`config.mk`:
```
export PLATFORM = sky130hd
export DESIGN_NAME = rpn_evaluator
export DESIGN_NICKNAME = d
export VERILOG_FILES = /design/src/rtl/plotter_pkg.sv /design/src/rtl/fixed_point_divider.sv /design/src/rtl/rpn_evaluator.sv
export SDC_FILE = /design/constraint.sdc
export NUM_CORES = 2
export LEC_CHECK = 0
export CAP_MARGIN = 5
export CORE_ASPECT_RATIO = 1.1
export CORE_UTILIZATION = 30
export DETAILED_ROUTE_END_ITERATION = 10
export PLACE_DENSITY = 0.54
export REMOVE_ABC_BUFFERS = 1
export SETUP_SLACK_MARGIN = 0.02
export SYNTH_ARGS = -nofsm -noshare
export SYNTH_HDL_FRONTEND = slang
export SYNTH_SLANG_ARGS = --single-unit
```
`constraint.sdc`:
```
create_clock -name clk -period 28.8 [get_ports clk]
set_clock_uncertainty 0.1 [all_clocks]
set_input_delay 5.76 -clock clk [delete_from_list [all_inputs] [get_ports clk]]
set_output_delay 5.76 -clock clk [all_outputs]
set_load 0.01 [all_outputs]
```
`src/rtl/plotter_pkg.sv`:
```
// Shared plotter definitions: token opcodes, evaluator error codes, evaluator states and the
// result narrowing helper (clamps when RPN_EVALUATOR_SATURATE_EN is defined, wraps otherwise).
package plotter_pkg;

   localparam logic [2:0] OP_PLUS         = 3'd0;
   localparam logic [2:0] OP_SUB          = 3'd1;
   localparam logic [2:0] OP_MUL          = 3'd2;
   localparam logic [2:0] OP_DIV          = 3'd3;
   localparam logic [2:0] OP_POW          = 3'd4;
   localparam logic [2:0] OP_LEFT_BRACKET = 3'd5;
   localparam logic [2:0] OP_VAR          = 3'd6;

   localparam logic [2:0] ERR_NONE       = 3'd0;
   localparam logic [2:0] ERR_UNDERFLOW  = 3'd1;
   localparam logic [2:0] ERR_OVERFLOW   = 3'd2;
   localparam logic [2:0] ERR_DIV_ZERO   = 3'd3;
   localparam logic [2:0] ERR_ILLEGAL_OP = 3'd4;
   localparam logic [2:0] ERR_DEPTH      = 3'd5;
   localparam logic [2:0] ERR_NEG_EXP    = 3'd6;

   typedef enum logic [3:0] {
      StIdle,
      StFetch,
      StWait,
      StExec,
      StDivide,
      StPower,
      StFinish,
      StError,
      StDone
   } state_e;

   localparam int unsigned WIDE_W = 64;
   typedef logic signed [WIDE_W-1:0] wide_t;

   // Returns v reduced to a w-bit signed range, sign-extended back to WIDE_W bits.
   function automatic wide_t narrow(input wide_t v, input int unsigned w);
`ifdef RPN_EVALUATOR_SATURATE_EN
      wide_t max_v;
      wide_t min_v;
      max_v = (wide_t'(1) <<< (w - 1)) - wide_t'(1);
      min_v = ~max_v;
      if (v > max_v) begin
         return max_v;
      end else if (v < min_v) begin
         return min_v;
      end
      return v;
`else
      return (v <<< (WIDE_W - w)) >>> (WIDE_W - w);
`endif
   endfunction

endpackage

```
`src/rtl/fixed_point_divider.sv`:
```
// Sequential restoring divider: quotient = (|dividend| << FRACTIONAL_PART_WIDTH) / |divisor|,
// one quotient bit per cycle, sign applied afterwards (truncates toward zero).
module fixed_point_divider #(
   parameter int unsigned NUMBER_WIDTH          = 16,
   parameter int unsigned FRACTIONAL_PART_WIDTH = 8,
   localparam int unsigned Q_W = NUMBER_WIDTH + FRACTIONAL_PART_WIDTH
) (
   input  logic                           clk,
   input  logic                           rst_n,
   input  logic                           start,
   input  logic signed [NUMBER_WIDTH-1:0] dividend,
   input  logic signed [NUMBER_WIDTH-1:0] divisor,
   output logic                           done,
   output logic signed [Q_W:0]            quotient
);

   localparam int unsigned CNT_W = $clog2(Q_W + 1);

   logic                    busy_q;
   logic [CNT_W-1:0]        cnt_q;
   logic [Q_W-1:0]          quo_q;
   logic [NUMBER_WIDTH-1:0] rem_q;
   logic [NUMBER_WIDTH-1:0] dvs_q;
   logic                    neg_q;

   logic [NUMBER_WIDTH-1:0] mag_a;
   logic [NUMBER_WIDTH-1:0] mag_b;
   logic [NUMBER_WIDTH:0]   rem_shift;
   logic                    fits;
   logic [NUMBER_WIDTH-1:0] rem_next;
   logic [Q_W:0]            quo_ext;

   assign mag_a = dividend[NUMBER_WIDTH-1] ? (~dividend + 1'b1) : dividend;
   assign mag_b = divisor[NUMBER_WIDTH-1] ? (~divisor + 1'b1) : divisor;

   // quo_q doubles as the dividend shift register; quotient bits enter at the bottom.
   assign rem_shift = {rem_q, quo_q[Q_W-1]};
   assign fits      = rem_shift >= {1'b0, dvs_q};
   assign rem_next  = fits ? NUMBER_WIDTH'(rem_shift - {1'b0, dvs_q})
                           : rem_shift[NUMBER_WIDTH-1:0];

   always_ff @(posedge clk or negedge rst_n) begin
      if (!rst_n) begin
         busy_q <= 1'b0;
         cnt_q  <= '0;
         quo_q  <= '0;
         rem_q  <= '0;
         dvs_q  <= '0;
         neg_q  <= 1'b0;
      end else if (start) begin
         busy_q <= 1'b1;
         cnt_q  <= CNT_W'(Q_W);
         quo_q  <= Q_W'(mag_a) << FRACTIONAL_PART_WIDTH;
         rem_q  <= '0;
         dvs_q  <= mag_b;
         neg_q  <= dividend[NUMBER_WIDTH-1] ^ divisor[NUMBER_WIDTH-1];
      end else if (busy_q && (cnt_q != '0)) begin
         rem_q <= rem_next;
         quo_q <= {quo_q[Q_W-2:0], fits};
         cnt_q <= cnt_q - CNT_W'(1);
      end else if (busy_q) begin
         busy_q <= 1'b0;
      end
   end

   assign done     = busy_q && (cnt_q == '0);
   assign quo_ext  = {1'b0, quo_q};
   assign quotient = neg_q ? -quo_ext : quo_ext;

endmodule

```
`src/rtl/rpn_evaluator.sv`:
```
// Evaluates the parser's postfix token queue for one value of x on a fixed-point operand stack.
// Overflowing results wrap by default and clamp when RPN_EVALUATOR_SATURATE_EN is defined.
module rpn_evaluator
   import plotter_pkg::*;
#(
   parameter int unsigned INTEGER_PART_WIDTH    = 8,
   parameter int unsigned FRACTIONAL_PART_WIDTH = 8,
   parameter int unsigned OUTPUT_QUEUE_SIZE     = 64,
   parameter int unsigned STACK_SIZE            = 16,
   localparam int unsigned NUMBER_WIDTH       = INTEGER_PART_WIDTH + FRACTIONAL_PART_WIDTH,
   localparam int unsigned OUTPUT_VALUE_WIDTH = NUMBER_WIDTH + 1,
   localparam int unsigned IDX_W              = $clog2(OUTPUT_QUEUE_SIZE) + 2
) (
   input  logic                          clk,
   input  logic                          rst_n,
   input  logic                          start,
   input  logic [NUMBER_WIDTH-1:0]       x,
   input  logic [IDX_W-1:0]              expr_length,
   output logic                          queue_rd_en,
   output logic [IDX_W-1:0]              queue_rd_index,
   input  logic [OUTPUT_VALUE_WIDTH-1:0] queue_rd_data,
   input  logic                          queue_rd_valid,
   output logic                          busy,
   output logic                          done,
   output logic [NUMBER_WIDTH-1:0]       result,
   output logic                          error,
   output logic [2:0]                    error_code
);

   localparam int unsigned SP_W   = $clog2(STACK_SIZE + 1);
   localparam int unsigned STK_AW = (STACK_SIZE > 1) ? $clog2(STACK_SIZE) : 1;
   localparam int unsigned DIV_W  = NUMBER_WIDTH + FRACTIONAL_PART_WIDTH;
   localparam int unsigned NW     = NUMBER_WIDTH;

   typedef logic signed [NW-1:0] num_t;

   localparam num_t ONE = num_t'(1) <<< FRACTIONAL_PART_WIDTH;

   function automatic num_t fit(input wide_t v);
      return num_t'(narrow(v, NW));
   endfunction

   state_e                        state_q, state_d;
   logic [IDX_W-1:0]              idx_q, idx_d;
   logic [IDX_W-1:0]              len_q, len_d;
   logic [SP_W-1:0]               sp_q, sp_d;
   num_t                          x_q, x_d;
   logic [OUTPUT_VALUE_WIDTH-1:0] tok_q, tok_d;
   num_t                          pow_base_q, pow_base_d;
   num_t                          pow_acc_q, pow_acc_d;
   logic [INTEGER_PART_WIDTH-1:0] pow_cnt_q, pow_cnt_d;
   logic [2:0]                    err_pend_q, err_pend_d;
   num_t                          result_q, result_d;
   logic                          error_q, error_d;
   logic [2:0]                    code_q, code_d;

   num_t             stack_q [STACK_SIZE];
   logic             push_en;
   logic [STK_AW-1:0] push_addr;
   num_t             push_val;

   logic [SP_W-1:0]  sp_m1, sp_m2;
   num_t             op_a, op_b;
   logic [2:0]       opcode;
   logic             stack_full;

   logic signed [NW:0]          sum, diff;
   logic signed [2*NW-1:0]      prod_ab, prod_pow;
   logic                        div_start, div_done;
   logic signed [DIV_W:0]       div_q;

   // b is the stack top, a the entry beneath it.
   assign sp_m1      = sp_q - SP_W'(1);
   assign sp_m2      = sp_q - SP_W'(2);
   assign op_b       = stack_q[sp_m1[STK_AW-1:0]];
   assign op_a       = stack_q[sp_m2[STK_AW-1:0]];
   assign opcode     = tok_q[2:0];
   assign stack_full = sp_q == SP_W'(STACK_SIZE);

   assign sum      = {op_a[NW-1], op_a} + {op_b[NW-1], op_b};
   assign diff     = {op_a[NW-1], op_a} - {op_b[NW-1], op_b};
   assign prod_ab  = $signed({{NW{op_a[NW-1]}}, op_a}) * $signed({{NW{op_b[NW-1]}}, op_b});
   assign prod_pow = $signed({{NW{pow_acc_q[NW-1]}}, pow_acc_q})
                   * $signed({{NW{pow_base_q[NW-1]}}, pow_base_q});

   fixed_point_divider #(
      .NUMBER_WIDTH         (NW),
      .FRACTIONAL_PART_WIDTH(FRACTIONAL_PART_WIDTH)
   ) u_divider (
      .clk     (clk),
      .rst_n   (rst_n),
      .start   (div_start),
      .dividend(op_a),
      .divisor (op_b),
      .done    (div_done),
      .quotient(div_q)
   );

   always_comb begin
      state_d     = state_q;
      idx_d       = idx_q;
      len_d       = len_q;
      sp_d        = sp_q;
      x_d         = x_q;
      tok_d       = tok_q;
      pow_base_d  = pow_base_q;
      pow_acc_d   = pow_acc_q;
      pow_cnt_d   = pow_cnt_q;
      err_pend_d  = err_pend_q;
      result_d    = result_q;
      error_d     = error_q;
      code_d      = code_q;
      push_en     = 1'b0;
      push_addr   = sp_q[STK_AW-1:0];
      push_val    = '0;
      div_start   = 1'b0;
      queue_rd_en = 1'b0;

      unique case (state_q)
         StIdle: begin
            if (start) begin
               x_d     = x;
               len_d   = expr_length;
               sp_d    = '0;
               idx_d   = '0;
               state_d = StFetch;
            end
         end
         StFetch: begin
            if (idx_q == len_q) begin
               state_d = StFinish;
            end else begin
               queue_rd_en = 1'b1;
               state_d     = StWait;
            end
         end
         StWait: begin
            if (queue_rd_valid) begin
               tok_d   = queue_rd_data;
               state_d = StExec;
            end
         end
         StExec: begin
            idx_d   = idx_q + IDX_W'(1);
            state_d = StFetch;
            if (!tok_q[NW] || (opcode == OP_VAR)) begin
               if (stack_full) begin
                  err_pend_d = ERR_OVERFLOW;
                  state_d    = StError;
               end else begin
                  push_en  = 1'b1;
                  push_val = tok_q[NW] ? x_q : tok_q[NW-1:0];
                  sp_d     = sp_q + SP_W'(1);
               end
            end else if ((opcode == OP_LEFT_BRACKET) || (opcode == 3'd7)) begin
               err_pend_d = ERR_ILLEGAL_OP;
               state_d    = StError;
            end else if (sp_q < SP_W'(2)) begin
               err_pend_d = ERR_UNDERFLOW;
               state_d    = StError;
            end else begin
               // Two-operand results overwrite a; sp drops by one when the result lands.
               push_addr = sp_m2[STK_AW-1:0];
               case (opcode)
                  OP_PLUS: begin
                     push_en  = 1'b1;
                     push_val = fit(wide_t'(sum));
                     sp_d     = sp_m1;
                  end
                  OP_SUB: begin
                     push_en  = 1'b1;
                     push_val = fit(wide_t'(diff));
                     sp_d     = sp_m1;
                  end
                  OP_MUL: begin
                     push_en  = 1'b1;
                     push_val = fit(wide_t'(prod_ab >>> FRACTIONAL_PART_WIDTH));
                     sp_d     = sp_m1;
                  end
                  OP_DIV: begin
                     if (op_b == '0) begin
                        err_pend_d = ERR_DIV_ZERO;
                        state_d    = StError;
                     end else begin
                        div_start = 1'b1;
                        state_d   = StDivide;
                     end
                  end
                  default: begin
                     if (op_b[NW-1]) begin
                        err_pend_d = ERR_NEG_EXP;
                        state_d    = StError;
                     end else begin
                        pow_base_d = op_a;
                        pow_acc_d  = ONE;
                        pow_cnt_d  = op_b[NW-1:FRACTIONAL_PART_WIDTH];
                        state_d    = StPower;
                     end
                  end
               endcase
            end
         end
         StDivide: begin
            if (div_done) begin
               push_en   = 1'b1;
               push_addr = sp_m2[STK_AW-1:0];
               push_val  = fit(wide_t'(div_q));
               sp_d      = sp_m1;
               state_d   = StFetch;
            end
         end
         StPower: begin
            if (pow_cnt_q == '0) begin
               push_en   = 1'b1;
               push_addr = sp_m2[STK_AW-1:0];
               push_val  = pow_acc_q;
               sp_d      = sp_m1;
               state_d   = StFetch;
            end else begin
               pow_acc_d = fit(wide_t'(prod_pow >>> FRACTIONAL_PART_WIDTH));
               pow_cnt_d = pow_cnt_q - INTEGER_PART_WIDTH'(1);
            end
         end
         StFinish: begin
            if (sp_q == SP_W'(1)) begin
               result_d = stack_q[0];
               error_d  = 1'b0;
               code_d   = ERR_NONE;
               state_d  = StDone;
            end else begin
               err_pend_d = ERR_DEPTH;
               state_d    = StError;
            end
         end
         StError: begin
            result_d = '0;
            error_d  = 1'b1;
            code_d   = err_pend_q;
            state_d  = StDone;
         end
         StDone: begin
            state_d = StIdle;
         end
         default: begin
            state_d = StIdle;
         end
      endcase
   end

   always_ff @(posedge clk or negedge rst_n) begin
      if (!rst_n) begin
         state_q    <= StIdle;
         idx_q      <= '0;
         len_q      <= '0;
         sp_q       <= '0;
         x_q        <= '0;
         tok_q      <= '0;
         pow_base_q <= '0;
         pow_acc_q  <= '0;
         pow_cnt_q  <= '0;
         err_pend_q <= ERR_NONE;
         result_q   <= '0;
         error_q    <= 1'b0;
         code_q     <= ERR_NONE;
      end else begin
         state_q    <= state_d;
         idx_q      <= idx_d;
         len_q      <= len_d;
         sp_q       <= sp_d;
         x_q        <= x_d;
         tok_q      <= tok_d;
         pow_base_q <= pow_base_d;
         pow_acc_q  <= pow_acc_d;
         pow_cnt_q  <= pow_cnt_d;
         err_pend_q <= err_pend_d;
         result_q   <= result_d;
         error_q    <= error_d;
         code_q     <= code_d;
      end
   end

   always_ff @(posedge clk) begin
      if (push_en) begin
         stack_q[push_addr] <= push_val;
      end
   end

   assign queue_rd_index = idx_q;
   assign busy           = (state_q != StIdle) && (state_q != StDone);
   assign done           = state_q == StDone;
   assign result         = result_q;
   assign error          = error_q;
   assign error_code     = code_q;

endmodule
```
==> qor_table.md <==
| Item | This run | Unit |
|---|---|---|
| Root buffer cell | clkbuf_16 | - |
| Post-detailed-route wirelength per cell | 21.6 | um |
| Number of nets at the end of the flow | 4,163 | - |
| Synth Warn # | 0 | - |
| Worst Path Max Fanout | 23 | - |
| Slew HR | 16.3 | % |
| Crit path buffers/inverters | 6 | - |
| Max_cap viols | 0 | - |
| Antenna Diode Count | 0 | - |
| Setup_tns | 0 | ns |
| Starting utilization of the core area | 30.4 | % |
| Final setup violation count | 0 | - |
| Number of global-route vias before repair | 27.3k | - |
| Post-route clock period utilization | 37.0 | % |
| Global placement routability congestion | 0.901 | - |
| Violated checks | design-rule violations | - |
| Area of the mapped netlist | 0.0382 | mm2 |
| Final number of hold-violating endpoints | 0 | - |
| Setup repair after global routing missed its margin | false | - |
| Clk_lat worst skew | 0.64 | ns |
| Number of antenna violations at the first check in global routing | 2 | - |
| Sinks on Clock Net | 440 | - |
| Syn avg cell area | 10.8 | um2 |
| Via-to-Cell Ratio | 5.07 | - |
| Reg2Reg Launch Point | sp_q[1] | - |
| Number of pins exceeding their max-slew limit in the final report | 0 | - |
| Global-route wire length before repair | 174,000 | um |
| Via count | 26.7k | - |
| Dominant cell by count in the synthesized netlist | inv_1 | - |
| Final standard cell utilization of the core | 33.9 | % |
| Largest stage delay on the critical path | 0.93 | ns |
| EDFF count, synth | 256 | - |
| Data required time at the worst endpoint | 28.95 | ns |
| Gate family responsible for the most delay along the worst path | adder cells | - |
| Worst hold path stage count | 1 | - |
| Synth Register Bits | 440 | - |
| Filler Cells Inserted | 12.6k | - |
| Min cycle time layout | 10.66 | ns |
| Peak Freq | 0.0938 | GHz |
| Post-Synthesis Cells | 3,548 | - |
| Chip height | 376 | um |
| Kind of critical path | reg -> reg | - |
| Design area | 0.0425 | mm2 |
| Floorplan die width | 342 | um |
| Total CTS buffers | 48 | - |
| Share of cells above drive strength 1 | 11.8 | % |
| Number of placement rows | 136 | - |
| Async set-or-reset flop fraction in the synthesized netlist | 41.8 | % |
| Startpoint type of the worst setup path | flip-flop | - |
| Worst-case hold path end point | tok_q[15] | - |
| Top area cells in the synthesized netlist | edfxtp_1 20%, fa_1 20%, dfrtp_1 12%, mux4_2 7.0%, ha_1 6.0% | - |
| Pin count of the biggest net entering global routing | 95 | - |
| Most common flop cell mapped by yosys | edfxtp_1 | - |
| Global-route usage over all layers | 17.8 | % |
| Yosys cell types | 94 | - |
| Number of iterations in the first detailed-routing pass | 10 | - |
| Placement Cell Area | 0.0409 | mm2 |
| Setup slack, reg-to-reg | 18.14 | ns |
| Clock tree from TritonCTS | yes | - |
| Sort of element at the end of the critical path | flip-flop | - |
| Final global-route overflow total | 0 | - |
| Detailed Route Iter0 Violations | 2,390 | - |
| CP Data Arrival Time | 10.81 | ns |
| Path category of the worst min-delay check | reg -> reg | - |
| H-tree Lvls | 2 | - |
| Capture point of the worst reg-to-reg path | stack_q[14][12] | - |
| Result of the run | finished, violations left | - |
| Total of cells resized after clock tree synthesis | 0 | - |
| Antenna Violating Nets Remaining | 0 | - |
| Clock transition at the registers of the reported paths | 0.06 | ns |
| Wirelength, routed | 113,000 | um |
| Worst Tran Pin Value | 1.25 | ns |
| Sequential-to-total area share from yosys stat | 32.2 | % |
| CP max-delay cell | o221ai_1 | - |
| Post-cts hold buffer count | 0 | - |
| Placed wire-length estimate | 80,700 | um |
| Area Growth Syn to Fin | 11.5 | % |
| Post-synth top area share | 20.1 | % |
| Library cell with the largest summed area after synthesis | edfxtp_1 | - |
| Buffers inserted during post-CTS setup optimization | 0 | - |
| Critical hold path startpoint | tok_q[15] | - |
| Core Region | 0.126 | mm2 |
| # IOs | 76 | - |
| Post-detailed-route DRC marker count | 16 | - |
| Depth of the worst register-to-register path | 31 | - |
| Count of port buffers added during placement | 75 | - |
| Critical path depth in cells | 31 | - |
| Die Footprint | 0.129 | mm2 |
| Commonest cells in the synthesized netlist | 517 x inv_1, 447 x nand2_1, 373 x fa_1 | - |
| Worst-case clock buffer depth | 3 | - |
==> worst max-delay path by stage <==
stage / slack, ns / endpoint / startpoint
after floorplan: 14.31 / stack_q[0][7] / sp_q[0]
after global placement: 18.27 / stack_q[10][12] / sp_q[1]
after detailed placement: 18.05 / stack_q[12][12] / sp_q[1]
after CTS: 18.03 / stack_q[15][12] / sp_q[1]
after global routing: 17.33 / stack_q[14][12] / sp_q[1]
final: 18.14 / stack_q[14][12] / sp_q[1]
==> metrics by stage <==
step	cells	worst slack (ns)	hold WS [ns]
finish	5255	18.14	0.403
global route	5255	17.33	0.424
CTS	5254	18.03	0.406
detailed placement	5166	18.05	0.391
global placement	5165	18.27	0.381
floorplan	3353	14.31	0.345
==> placed cells by master, fill, tap and decap left out, types with 10 or more instances in the layout <==
cell type,n
inv_1,517
nand2_1,447
fa_1,373
edfxtp_1,256
nor2_1,216
ha_1,183
dfrtp_1,182
xnor2_1,127
and2_1,119
mux4_2,118
o21ai_0,114
a21oi_1,85
buf_4,81
clkdlybuf4s50_1,74
mux2_2,59
mux2i_1,51
clkbuf_16,48
nand3_1,45
xor2_1,43
nor2b_1,41
nand2b_1,28
nor3_1,27
a21o_1,21
mux4_1,20
or3_1,17
a211oi_2,16
and3_1,13
o21ai_2,12
o21ai_1,12
o31ai_1,10
clkinv_2,10
==> cell families after synthesis <==
| logic type | synth area share [%] |
|---|---|
| AND/OR/NAND/NOR | 12.4 |
| buffers and inverters | 7.66 |
| adder cells (fa/ha/maj) | 25.6 |
| flip-flops | 32.2 |
| AO/OA/AOI/OAI | 6.64 |
| multiplexers | 11.5 |
| XOR/XNOR | 4.04 |
==> sequential cells by signal (all words and copies together), names as in the netlist, 5 cells and up <==
register	flops
u_divider.rem_q	16
pow_acc_q	16
len_q	8
u_divider.quo_q	24
stack_q	256
result	16
u_divider.cnt_q	5
queue_rd_index	8
pow_base_q	16
x_q	16
tok_q	17
u_divider.dvs_q	16
sp_q	5
pow_cnt_q	8
==> layout make-up <==
class | instances | area, um2 | share of cell area [%]
Multi-Input combinational cell | 2389 | 23200 | 54.4
Sequential cell | 440 | 12300 | 28.9
Tap cell | 1656 | 2070 | 4.87
Inverter | 524 | 1970 | 4.62
Timing Repair Buffer | 158 | 1390 | 3.26
Clock buffer | 60 | 1280 | 3.00
Clock inverter | 28 | 390 | 0.918
==> layer usage <==
| layer | GRT usage (%) | part of all wire, % |
|---|---|---|
| met3 | 2.58 | 6.3 |
| met2 | 29.0 | 47 |
| met5 | 0 | 0 |
| met1 | 24.6 | 44 |
| met4 | 4.93 | 2.8 |
Power is left out: the tool's default activity adds up to more than one toggle a clock period on the data nets, which glitch-free logic cannot reach.
